### src/rtl/conv_pkg.sv
`default_nettype none
// ----------------------------------------------------------------------------
// | Package : conv_pkg                                                       |
// | Shared window geometry, fetch FSM states and element index helper.       |
// | Revision: 1.0                                                            |
// ----------------------------------------------------------------------------
package conv_pkg;

   localparam int K        = 3;
   localparam int WIN_SIZE = K * K;

   typedef enum logic [2:0] {
      IDLE  = 3'd0,
      FILL  = 3'd1,
      SHIFT = 3'd2,
      VALID = 3'd3,
      DONE  = 3'd4
   } state_t;

   function automatic logic [3:0] win_idx(input logic [1:0] r, input logic [1:0] c);
      return ({2'b00, r} * 4'd3) + {2'b00, c};
   endfunction

endpackage
`default_nettype wire

### src/rtl/conv_window_reg.sv
`default_nettype none
// ----------------------------------------------------------------------------
// | Module  : conv_window_reg                                                |
// | 3x3 pixel window store: single-element load, left column shift.          |
// | Revision: 1.0                                                            |
// ----------------------------------------------------------------------------
module conv_window_reg
   import conv_pkg::*;
#(
   parameter int N = 8
) (
   input  logic                  clk,
   input  logic                  rst,
   input  logic                  load_en,
   input  logic [1:0]            load_r,
   input  logic [1:0]            load_c,
   input  logic [N-1:0]          load_data,
   input  logic                  shift_en,
   output logic [WIN_SIZE*N-1:0] win_data
);

   logic [N-1:0] r_win [0:WIN_SIZE-1];

   // Shift has priority; the fetch FSM never requests both in one cycle.
   always_ff @(posedge clk or posedge rst) begin
      if (rst) begin
         for (int i = 0; i < WIN_SIZE; i++) r_win[i] <= '0;
      end else if (shift_en) begin
         for (int r = 0; r < K; r++)
            for (int c = 0; c < K - 1; c++)
               r_win[win_idx(2'(r), 2'(c))] <= r_win[win_idx(2'(r), 2'(c + 1))];
      end else if (load_en) begin
         r_win[win_idx(load_r, load_c)] <= load_data;
      end
   end

   for (genvar i = 0; i < WIN_SIZE; i++) begin : g_pack
      assign win_data[i*N +: N] = r_win[i];
   end

endmodule
`default_nettype wire

### src/rtl/conv_window_fetch.sv
`default_nettype none
// ----------------------------------------------------------------------------
// | Module  : conv_window_fetch                                              |
// | Walks all 3x3 windows of a PxP image in raster order, reusing columns.   |
// | Revision: 1.0                                                            |
// ----------------------------------------------------------------------------
module conv_window_fetch
   import conv_pkg::*;
#(
   parameter int N = 8,
   parameter int M = 10,
   parameter int P = 28
) (
   input  logic                  clk,
   input  logic                  rst,
   input  logic                  start,
   output logic                  ram_rd,
   output logic [M-1:0]          ram_adr,
   input  logic [N-1:0]          ram_dataout,
   output logic                  win_valid,
   input  logic                  win_ready,
   output logic [WIN_SIZE*N-1:0] win_data,
   output logic [M-1:0]          win_row,
   output logic [M-1:0]          win_col,
   output logic                  busy,
   output logic                  done
);

   localparam logic [M-1:0] c_row1 = M'(P);
   localparam logic [M-1:0] c_row2 = M'(2 * P);
   localparam logic [M-1:0] c_last = M'(P - 3);
   localparam logic [M-1:0] c_wrap = M'(K);

   state_t         r_state;
   state_t         w_state_nxt;
   logic [M-1:0]   r_row;
   logic [M-1:0]   r_col;
   logic [M-1:0]   r_base;
   logic [1:0]     r_dr;
   logic [1:0]     r_dc;
   logic [1:0]     w_dc;
   logic [M-1:0]   w_off;
   logic           w_last_rd;
   logic           w_accept;
   logic           w_col_more;
   logic           w_row_more;

   assign w_last_rd  = (r_dr == 2'd2);
   assign w_accept   = (r_state == VALID) && win_ready;
   assign w_col_more = (r_col < c_last);
   assign w_row_more = (r_row < c_last);

   always_ff @(posedge clk or posedge rst) begin
      if (rst) r_state <= IDLE;
      else     r_state <= w_state_nxt;
   end

   always_comb begin
      w_state_nxt = r_state;
      ram_rd      = 1'b0;
      w_dc        = r_dc;
      w_off       = '0;
      ram_adr     = '0;
      case (r_state)
         IDLE:  if (start) w_state_nxt = FILL;
         FILL:  if (w_last_rd && (r_dc == 2'd2)) w_state_nxt = VALID;
         SHIFT: if (w_last_rd) w_state_nxt = VALID;
         VALID: begin
            if (w_accept) begin
               if (w_col_more)      w_state_nxt = SHIFT;
               else if (w_row_more) w_state_nxt = FILL;
               else                 w_state_nxt = DONE;
            end
         end
         DONE:    w_state_nxt = IDLE;
         default: w_state_nxt = IDLE;
      endcase

      if ((r_state == FILL) || (r_state == SHIFT)) begin
         ram_rd = 1'b1;
         // A shift only ever refills the rightmost column.
         if (r_state == SHIFT) w_dc = 2'd2;
         case (r_dr)
            2'd1:    w_off = c_row1;
            2'd2:    w_off = c_row2;
            default: w_off = '0;
         endcase
         ram_adr = r_base + w_off + {{(M-2){1'b0}}, w_dc};
      end
   end

   always_ff @(posedge clk or posedge rst) begin
      if (rst) begin
         r_row  <= '0;
         r_col  <= '0;
         r_base <= '0;
         r_dr   <= '0;
         r_dc   <= '0;
      end else begin
         case (r_state)
            FILL: begin
               if (w_last_rd) begin
                  r_dr <= '0;
                  r_dc <= (r_dc == 2'd2) ? 2'd0 : r_dc + 2'd1;
               end else begin
                  r_dr <= r_dr + 2'd1;
               end
            end
            SHIFT: r_dr <= w_last_rd ? 2'd0 : r_dr + 2'd1;
            VALID: begin
               if (w_accept) begin
                  if (w_col_more) begin
                     r_col  <= r_col + 1'b1;
                     r_base <= r_base + 1'b1;
                  end else if (w_row_more) begin
                     // base sits at row*P + P-3, so +3 lands on (row+1)*P.
                     r_col  <= '0;
                     r_row  <= r_row + 1'b1;
                     r_base <= r_base + c_wrap;
                  end
               end
            end
            DONE: begin
               r_row  <= '0;
               r_col  <= '0;
               r_base <= '0;
            end
            default: ;
         endcase
      end
   end

   conv_window_reg #(.N(N)) u_win (
      .clk       (clk),
      .rst       (rst),
      .load_en   (ram_rd),
      .load_r    (r_dr),
      .load_c    (w_dc),
      .load_data (ram_dataout),
      .shift_en  (w_accept && w_col_more),
      .win_data  (win_data)
   );

   assign win_valid = (r_state == VALID);
   assign busy      = (r_state != IDLE);
   assign done      = (r_state == DONE);
   assign win_row   = r_row;
   assign win_col   = r_col;

endmodule
`default_nettype wire

### config.mk
export PLATFORM = sky130hd
export DESIGN_NAME = conv_window_fetch
export DESIGN_NICKNAME = d
export VERILOG_FILES = /design/src/rtl/conv_pkg.sv /design/src/rtl/conv_window_reg.sv /design/src/rtl/conv_window_fetch.sv
export SDC_FILE = /design/constraint.sdc
export NUM_CORES = 1
export LEC_CHECK = 0
export BUFFER_PORTS_ARGS = -buffer_cell sky130_fd_sc_hd__buf_2
export CORE_ASPECT_RATIO = 0.8
export CORE_MARGIN = 2
export CORE_UTILIZATION = 45
export CTS_BUF_LIST = sky130_fd_sc_hd__clkbuf_2 sky130_fd_sc_hd__clkbuf_4 sky130_fd_sc_hd__clkbuf_8
export DETAILED_ROUTE_END_ITERATION = 7
export PLACE_DENSITY = 0.71
export SLEW_MARGIN = 20
export SYNTH_ARGS = -nofsm -noshare
export SYNTH_HDL_FRONTEND = slang
export SYNTH_SLANG_ARGS = --single-unit
export TNS_END_PERCENT = 20
### constraint.sdc
create_clock -name clk -period 3.5 [get_ports clk]
set_input_delay 0.875 -clock clk [delete_from_list [all_inputs] [get_ports clk]]
set_output_delay 0.875 -clock clk [all_outputs]
set_load 0.01 [all_outputs]
==> run_results.csv, run 1 <==
group,metric,value,unit
outcome,status,"completed",
floorplanning,io_pins,118,
clock_tree,clk_pin_slew_worst_paths,110,ps
synth,syn_area_per_cell,10.3,um^2
floorplanning,dieArea,0.0131,mm^2
timing,final_hold_viol_count,0,
clock_tree,postCtsHoldBufs,0,
clock_tree,cts_root_buffer,"clkbuf_8",
setup_path,critPathKind,"flip-flop to output pin",
timing,tns,0,ps
detailed_routing,drtPass1Iterations,4,
placement,io_buffers,117,
synth,synthFlopType,"dfrtp_1",
detailed_routing,drt_iter0_markers,281,
placement,pre_cts_slack,32.0,ps
detailed_routing,vias_per_cell,5.27,
detailed_routing,drc,0,
clock_tree,tritoncts,"done",
synth,synth_top_area_share,49.7,%
synth,async_flop_share,100,%
synth,syn_nets,565,
detailed_routing,num_vias,4234,
power,power,6.44,mW
setup_path,start_kind,"flip-flop",
timing,clock.fmax,0.289,GHz
setup_path,crit_required,2620,ps
placement,post_dp_cell_area,0.00627,mm^2
global_routing,grt_pass1_wl,20.1,mm
clock_tree,cts_sinks,109,
synth,synth_edf_count,0,
synth,yosysUniqueCellTypes,50,
power,p_int,3.67,mW
global_routing,grt_pass1_vias,3900,
synth,yosysWarnings,0,
synth,synth.yosys.seq_area_share,49.7,%
clock_tree,clock_latency,400,ps
synth,synth_area_leader_cell,"dfrtp_1",
timing,period_share,98.8,%
power,power_density,986,mW/mm^2
clock_tree,clock_path_buffers,2,
cells_and_area,diodes,0,
timing,finalClockSkew,14.4,ps
global_routing,antenna_found_initial,0,
cells_and_area,most-common-layout-cells,"buf_2, dfrtp_1, nand2_1",
timing,finalWorstSetupSlack,42.7,ps
hold_path,worstHoldPathType,"flip-flop to flip-flop",
power,switching_share,42.9,%
timing,relSlewSlack,52.0,%
timing,fin_worst_hold_slack,517,ps
global_routing,grt_usage,19.6,%
synth,yosys_register_bits,109,
cells_and_area,postLayoutCellArea,0.00653,mm^2
setup_path,crit_path_max_fanout,4,
detailed_routing,routed_wl,12.7,mm
synth,synth_area_leaders,"dfrtp_1, mux2i_1, o21ai_0",
power,p_leak,3.13,nW
power,ir_worst_vdd,0.459,mV
placement,dpl.hpwl,9.08,mm
cells_and_area,layout_commonest_cell,"buf_2",
floorplanning,num_rows,36,
setup_path,cp.arrival,2580,ps
floorplanning,die_w,127,um
run,maxCapViolations,0,
synth,netlist_instances,533,
global_routing,grt_overflow,0,
cells_and_area,final_util,54.3,%
setup_path,cp-end-kind,"output pin",
power,power_frac_seq,34.2,%
clock_tree,cts_buffers,9,
synth,synth_area,0.00549,mm^2
detailed_routing,wl_per_cell,15.8,um
detailed_routing,drtAntennaViolNets,0,
timing,setup-violations-final,0,
cells_and_area,instances_no_fill,804,
floorplanning,start_util,45.7,%
timing,tightest_slew,719,ps
power,power.switching,2.76,mW
cells_and_area,syn_to_final_growth,18.9,%
clock_tree,htree_levels,3,
global_routing,grt_max_degree,97,
placement,placedCellCount,787,
cells_and_area,drive_gt1_share,30.1,%
timing,period_minus_slack,3460,ps
cells_and_area,nets,679,
power,p_clk_share,12.7,%
timing,drv_slew,0,
floorplanning,coreArea,0.0120,mm^2
floorplanning,die_h,103,um
placement,gp_congestion,0.821,
power,pwr-share-comb,53.1,%
timing,rsz0062_at_grt,"yes",
==> critical path, stage by stage, from the launching register on <==
cell and delay (ps):
dfrtp_1 400, nand2b_4 170, nor2_4 120, nor2b_1 60
ha_1 190, inv_1 70, fa_2 200, nor2b_2 50
o21ai_2 160, a21boi_2 90, o21a_1 190, o21a_1 180
nor3_2 150, buf_2 150
==> power groups by stage <==
stage	clock [mW]	combinational, mW	sequential, mW
floorplan	0	2.05	2.36
global placement	0	3.25	2.19
detailed placement	0	3.36	2.22
CTS	0.845	3.42	2.20
global route	0.893	3.78	2.27
finish	0.817	3.42	2.20
==> Yosys cell counts (10+ instances only) <==
library cell / number
nand3_1: 12
xor2_1: 10
buf_1: 10
o21ai_0: 61
nand2_1: 68
ha_1: 16
inv_1: 15
dfrtp_1: 109
mux2i_1: 49
clkbuf_1: 12
nor3_1: 11
nor2_1: 41
mux2_2: 25
==> kinds of logic (layout without fill, tap and decap cells) <==
kind of cell | after synthesis | count (layout) | synth area share (%)
XOR/XNOR | 15 | 15 | 2.39
adder cells (fa/ha/maj) | 20 | 20 | 5.10
flip-flops | 109 | 109 | 49.7
buffers and inverters | 47 | 166 | 3.67
AND/OR/NAND/NOR | 176 | 176 | 15.3
AO/OA/AOI/OAI | 92 | 92 | 9.75
multiplexers | 74 | 74 | 14.1
==> final timing paths <==
path	slack, ps	start	cells after the start	to
worst max-delay path	40	r_state[2]	13	ram_adr[6]
worst min-delay path	520	u_win.win_data[32]	2	u_win.win_data[24]
worst max register to register	180	r_state[2]	11	u_win.win_data[24]
worst min register to register	520	u_win.win_data[32]	2	u_win.win_data[24]
max in group asynchronous	2090	rst	3	u_win.win_data[7]
min in group asynchronous	590	rst	2	win_col[1]
==> area by class of cell <==
class	count	area, um^2
clock buffer	11	145
fill	1065	5500
tap	152	190
clock inverter	5	65.1
multi-input combinational	377	2610
timing repair buffer	132	723
sequential	109	2730
inverter	18	71.3
==> layer usage <==
| layer | GRT usage, % | share of wire, % | vias to the layer above |
|---|---|---|---|
| met5 | 0 | 0 | - |
| met4 | 4.56 | 1.2 | 0 |
| met1 | 28.4 | 48 | 2073 |
| met2 | 29.8 | 46 | 83 |
| met3 | 5.19 | 4.0 | 13 |
| li1 | - | - | 2065 |
==> sequential cells by signal, indices dropped and copies added (netlist names) <==
name	count
u_win.win_data	72
r_base	10
win_col	10
win_row	10
r_state	3
r_dc	2
r_dr	2
==> timing repair <==
item,CTS,global route
pin swaps,2,1
resized for setup,11,2
buffers inserted,1,0
setup endpoints to repair,6,5
Power figures use the tool's default switching activity.
==> inputs of run 2 (changes only) <==
--- a/config.mk
+++ b/config.mk
@@ -11,9 +11,11 @@
 export CORE_UTILIZATION = 45
 export CTS_BUF_LIST = sky130_fd_sc_hd__clkbuf_2 sky130_fd_sc_hd__clkbuf_4 sky130_fd_sc_hd__clkbuf_8
 export DETAILED_ROUTE_END_ITERATION = 7
-export PLACE_DENSITY = 0.71
+export PLACE_DENSITY = 0.7
+export REMOVE_ABC_BUFFERS = 1
 export SLEW_MARGIN = 20
 export SYNTH_ARGS = -nofsm -noshare
 export SYNTH_HDL_FRONTEND = slang
+export SYNTH_HIERARCHICAL = 1
 export SYNTH_SLANG_ARGS = --single-unit
 export TNS_END_PERCENT = 20
==> run_results.csv, run 2 <==
group,metric,value,unit
global_routing,grt_usage,21.5,%
global_routing,grt_overflow,0,
outcome,status,"completed",
clock_tree,clock_latency,390,ps
global_routing,grt_pass1_vias,4651,
clock_tree,postCtsHoldBufs,0,
cells_and_area,drive_gt1_share,29.7,%
timing,final_hold_viol_count,0,
synth,synth_area_leaders,"dfrtp_1, a31oi_1, nor2b_1",
clock_tree,cts_buffers,9,
setup_path,cp_slowest_cell,"dfrtp_1",
synth,netlist_instances,590,
detailed_routing,drt_iter0_markers,317,
floorplanning,num_rows,37,
detailed_routing,num_vias,4881,
detailed_routing,wl_per_cell,17.2,um
power,ir_worst_vdd,0.536,mV
placement,post_dp_cell_area,0.00655,mm^2
setup_path,critPathKind,"flip-flop to output pin",
cells_and_area,most-common-layout-cells,"buf_2, dfrtp_1, o21ai_0",
clock_tree,htree_levels,3,
timing,period_minus_slack,3440,ps
synth,synth_common_cells,"dfrtp_1, o21ai_0, a31oi_1, nor2b_1, a21oi_1",
clock_tree,cts_root_buffer,"clkbuf_8",
synth,yosys_register_bits,109,
timing,setup-violations-final,0,
synth,async_flop_share,100,%
cells_and_area,diodes,0,
synth,synthFlopType,"dfrtp_1",
cells_and_area,nFillCells,1146,
timing,finalClockSkew,10.5,ps
power,power_density,1090,mW/mm^2
clock_tree,clk_pin_slew_worst_paths,100,ps
timing,tightest_slew,917,ps
synth,post-synth-top-count-cell,"dfrtp_1",
synth,synth_top_area_share,46.8,%
timing,drv_slew,0,
detailed_routing,drtAntennaViolNets,0,
cells_and_area,nets,725,
floorplanning,dieArea,0.0139,mm^2
setup_path,cp-end-kind,"output pin",
global_routing,grt_max_degree,73,
detailed_routing,routed_wl,15.0,mm
synth,yosysUniqueCellTypes,55,
timing,clock.fmax,0.291,GHz
cells_and_area,layout_commonest_cell,"buf_2",
synth,synth_area_leader_cell,"dfrtp_1",
detailed_routing,vias_per_cell,5.59,
cells_and_area,final_util,54.1,%
floorplanning,die_h,106,um
clock_tree,cts_sinks,109,
cells_and_area,syn_to_final_growth,18.3,%
clock_tree,tritoncts,"done",
detailed_routing,drc,0,
detailed_routing,drtPass1Iterations,5,
setup_path,cp.arrival,2560,ps
synth,synth.yosys.seq_area_share,46.8,%
setup_path,crit_path_max_fanout,3,
cells_and_area,postLayoutCellArea,0.00689,mm^2
floorplanning,die_w,131,um
synth,synth_area,0.00582,mm^2
setup_path,crit_required,2620,ps
setup_path,cpPeakStageDelay,400,ps
run,maxCapViolations,0,
global_routing,grt_pass1_wl,24.2,mm
timing,rsz0062_at_grt,"yes",
synth,synth_edf_count,0,
timing,period_share,98.2,%
synth,syn_area_per_cell,9.87,um^2
setup_path,cp_cell_sequence,"inv_2 -> nor3_4 -> nor2b_1 -> ha_2 -> inv_1 -> fa_2 -> nor2b_4 -> o21ai_2 -> a21boi_2 -> o31ai_1 -> xor2_1 -> nor2_1 -> buf_2",
timing,relSlewSlack,38.9,%
placement,gp_congestion,0.842,
floorplanning,start_util,45.7,%
synth,yosysWarnings,6,
setup_path,start_kind,"flip-flop",
floorplanning,io_pins,118,
cells_and_area,largest_register_ff_count,72,
clock_tree,clock_path_buffers,2,
floorplanning,coreArea,0.0127,mm^2
hold_path,worstHoldPathType,"flip-flop to flip-flop",
placement,io_buffers,117,
placement,dpl.hpwl,10.2,mm
global_routing,antenna_found_initial,0,
power,p_leak,3.23,nW
-- run 2: cell types whose count changed after synthesis, sizes merged, moves of 3 or more --
cell / change
and4: +3
clkbuf: +23
and3: +4
nor2b: +47
nor3: -7
nor2: -8
buf: -8
a21oi: +47
nand2: -49
mux2i: -49
a31oi: +47
-- run 2: final timing paths --
check                                   startpoint                  to  slack [ps]  cells past startpoint
worst min register to register  u_win/win_data[68]  u_win/win_data[68]         540                      1
worst min-delay path            u_win/win_data[68]  u_win/win_data[68]         540                      1
min in group asynchronous                      rst          win_col[4]         600                      3
worst max-delay path                    r_state[1]          ram_adr[8]          60                     13
max in group asynchronous                      rst  u_win/win_data[64]        2150                      3
worst max register to register          r_state[1]  u_win/win_data[22]         120                     10
-- run 2: logic make-up (layout without fill, tap and decap cells) --
group | Yosys count | count (layout) | share of synthesized area [%]
buffers and inverters | 63 | 171 | 4.53
AO/OA/AOI/OAI | 190 | 190 | 19.3
multiplexers | 27 | 27 | 5.80
flip-flops | 109 | 109 | 46.8
XOR/XNOR | 15 | 15 | 2.26
AND/OR/NAND/NOR | 166 | 166 | 16.5
adder cells (fa/ha/maj) | 20 | 20 | 4.81
-- run 2: layout make-up --
type / instances / area [um^2] / area share [%]
clock buffer: 10 / 138 / 2.00
timing repair buffer: 136 / 741 / 10.7
inverter: 19 / 71.3 / 1.03
clock inverter: 6 / 116 / 1.69
tap: 175 / 219 / 3.18
sequential: 109 / 2730 / 39.6
multi-input combinational: 418 / 2880 / 41.8
-- run 2: worst max-delay path: cells and delay by family, from the launching register on --
| family | cells | cell delay (ps) |
|---|---|---|
| DFF | 1 | 400 |
| and+or+nand+nor | 4 | 430 |
| AOI/OAI and AO/OA | 3 | 370 |
| xor gates and xnor gates | 1 | 150 |
| adders and majority gates | 2 | 560 |
| buffers and inverters | 3 | 270 |
-- run 2: repair_timing --
item                       in CTS  in global routing
pin swaps                       2                  5
setup buffers                   5                  1
gates resized for setup         9                  5
setup endpoints to repair       6                  5
cloned                          0                  0
-- run 2: per-stage QoR --
stage               hold WS, ps  total power [mW]  TNS [ps]  setup WS [ps]  instances
floorplan                   462              4.89    -98190          -1740        546
global placement            480              6.26         0            121        851
detailed placement          509              6.44         0           56.4        851
CTS                         540              7.50         0           29.2        872
global route                554              8.08      -293          -94.7        873
finish                      544              7.53         0           61.8        873
-- run 2: layer usage --
metal | part of all wire [%] | global-route usage [%]
met1 | 47 | 30.9
met2 | 46 | 32.9
met3 | 5.5 | 4.86
met4 | 1.1 | 5.98
met5 | 0 | 0
-- run 2: power breakdown --
part	switching (mW)	internal, mW
Clock	0.469	0.502
Combinational	2.63	1.72
Sequential	0.410	1.80
==> inputs of run 3 (changes only) <==
--- a/config.mk
+++ b/config.mk
@@ -11,7 +11,7 @@
 export CORE_UTILIZATION = 45
 export CTS_BUF_LIST = sky130_fd_sc_hd__clkbuf_2 sky130_fd_sc_hd__clkbuf_4 sky130_fd_sc_hd__clkbuf_8
 export DETAILED_ROUTE_END_ITERATION = 7
-export PLACE_DENSITY = 0.7
+export PLACE_DENSITY = 0.67
 export REMOVE_ABC_BUFFERS = 1
 export SLEW_MARGIN = 20
 export SYNTH_ARGS = -nofsm -noshare
==> constraint.sdc (replaced) <==
create_clock -name clk -period 4.3 [get_ports clk]
set_input_delay 1.075 -clock clk [delete_from_list [all_inputs] [get_ports clk]]
set_output_delay 1.075 -clock clk [all_outputs]
set_load 0.01 [all_outputs]
==> run_results.csv, run 3 (synthesized netlist as in run 2, its figures left out) <==
group,metric,value,unit
setup_path,cp-end-kind,"output pin",
timing,tightest_slew,935,ps
clock_tree,cts_sinks,109,
timing,clock.fmax,0.251,GHz
timing,rsz0062_at_grt,"no",
timing,period_minus_slack,3980,ps
setup_path,r2r_slack,810,ps
power,ir_worst_vdd,0.762,mV
clock_tree,cts_buffers,9,
clock_tree,postCtsHoldBufs,0,
cells_and_area,nets,715,
setup_path,crit_required,3220,ps
detailed_routing,drtPass1Iterations,7,
run,maxCapViolations,0,
detailed_routing,vias_per_cell,5.62,
clock_tree,tritoncts,"done",
clock_tree,clk_pin_slew_worst_paths,100,ps
floorplanning,dieArea,0.0139,mm^2
floorplanning,die_h,106,um
timing,setup-violations-final,0,
setup_path,cp.arrival,2900,ps
global_routing,grt_pass1_wl,24.2,mm
timing,final_hold_viol_count,0,
timing,relSlewSlack,37.7,%
cells_and_area,most-common-layout-cells,"buf_2, dfrtp_1, o21ai_0",
hold_path,hp-start,"win_row[8]",
global_routing,grt_overflow,0,
placement,placedCellCount,847,
setup_path,start_kind,"flip-flop",
power,power_density,872,mW/mm^2
cells_and_area,multiInputGateArea,0.00285,mm^2
setup_path,reg2regPathDepth,10,
detailed_routing,drt_iter0_markers,327,
cells_and_area,nFillCells,1180,
cells_and_area,largest_register_ff_count,72,
hold_path,worstHoldPathType,"flip-flop to flip-flop",
timing,period_share,92.5,%
global_routing,grt_pass1_vias,4711,
placement,dpl.hpwl,9.95,mm
setup_path,crit_path_max_fanout,8,
cells_and_area,diodes,0,
power,p_leak,3.15,nW
cells_and_area,drive_gt1_share,27.8,%
detailed_routing,routed_wl,14.6,mm
clock_tree,cts_root_buffer,"clkbuf_8",
floorplanning,die_w,131,um
detailed_routing,wl_per_cell,17.0,um
floorplanning,num_rows,37,
cells_and_area,postLayoutCellArea,0.00673,mm^2
cells_and_area,instances_no_fill,863,
floorplanning,coreArea,0.0127,mm^2
global_routing,grt_max_degree,73,
detailed_routing,drtAntennaViolNets,0,
global_routing,antenna_found_initial,0,
timing,finalClockSkew,7.14,ps
cells_and_area,final_util,52.9,%
hold_path,min_path_cells,1,
placement,io_buffers,117,
detailed_routing,num_vias,4854,
setup_path,critPathKind,"flip-flop to output pin",
clock_tree,clock_latency,390,ps
floorplanning,start_util,45.7,%
hold_path,holdPathEnd,"win_row[8]",
outcome,status,"completed",
cells_and_area,syn_to_final_growth,15.6,%
setup_path,reg2reg_to,"u_win/win_data[44]",
global_routing,grt_usage,21.6,%
clock_tree,clock_path_buffers,2,
clock_tree,htree_levels,3,
setup_path,reg2reg_from,"r_state[1]",
cells_and_area,layout_commonest_cell,"buf_2",
floorplanning,io_pins,118,
detailed_routing,drc,0,
timing,drv_slew,0,
cells_and_area,seq_area,0.00273,mm^2
placement,post_dp_cell_area,0.00651,mm^2
placement,gp_congestion,0.810,
## run 3: repair_timing
action	4_1_cts	5_1_grt
endpoints found under the setup margin	0	3
gates resized for setup	0	5
buffers inserted	0	0
## run 3: how the worst max path moves through the flow
stage               startpoint                  to  slack, ps  cells after the start
finish              r_state[1]          ram_adr[6]        320                     13
global route        r_state[1]          ram_adr[6]         30                     13
CTS                 r_state[1]          ram_adr[6]         10                     12
detailed placement  r_state[1]          ram_adr[6]        490                     12
global placement    r_state[1]          ram_adr[6]        550                     12
floorplan           win_col[6]  u_win/win_data[64]       -940                      8
## run 3: layer usage
| metal | share of wire, % | vias up | global-route usage, % |
|---|---|---|---|
| li1 | - | 2279 | - |
| met1 | 47 | 2421 | 31.2 |
| met2 | 45 | 138 | 31.5 |
| met3 | 6.5 | 16 | 5.63 |
| met4 | 1.5 | 0 | 7.84 |
| met5 | 0 | - | 0 |
## run 3: report_power, final
group          total [mW]  switching, mW  internal (mW)  leakage [nW]
logic                3.41           2.09           1.31          1.74
clock network       0.662          0.368          0.293        0.0994
registers            1.80          0.337           1.46          1.31
## run 3: per-stage QoR
stage          TNS [ps]  hold slack [ps]  setup WS [ps]  total power [mW]
3_3_place_gp          0              479            549              5.08
2_1_floorplan    -38990              462           -941              3.98
5_1_grt               0              560           32.0              6.34
3_5_place_dp          0              497            491              5.21
4_1_cts               0              515           13.3              5.88
6_report              0              527            323              5.87
## run 3: worst max-delay path, stage by stage, from the launching register on
cell	delay, ps
dfrtp_2	470
inv_1	170
nor3_4	70
nor2b_1	120
ha_1	170
inv_1	50
fa_1	380
nor2b_2	150
o21ai_0	120
a21boi_1	230
o21a_1	160
nor3_1	50
nor3_1	200
buf_2	170
## run 3: area by class of cell
type | count | area share, %
Multi-Input combinational cell | 418 | 42.4
Sequential cell | 109 | 40.5
Tap cell | 175 | 3.25
Timing Repair Buffer | 126 | 9.70
Clock inverter | 5 | 0.874
Inverter | 19 | 1.06
Clock buffer | 11 | 2.16
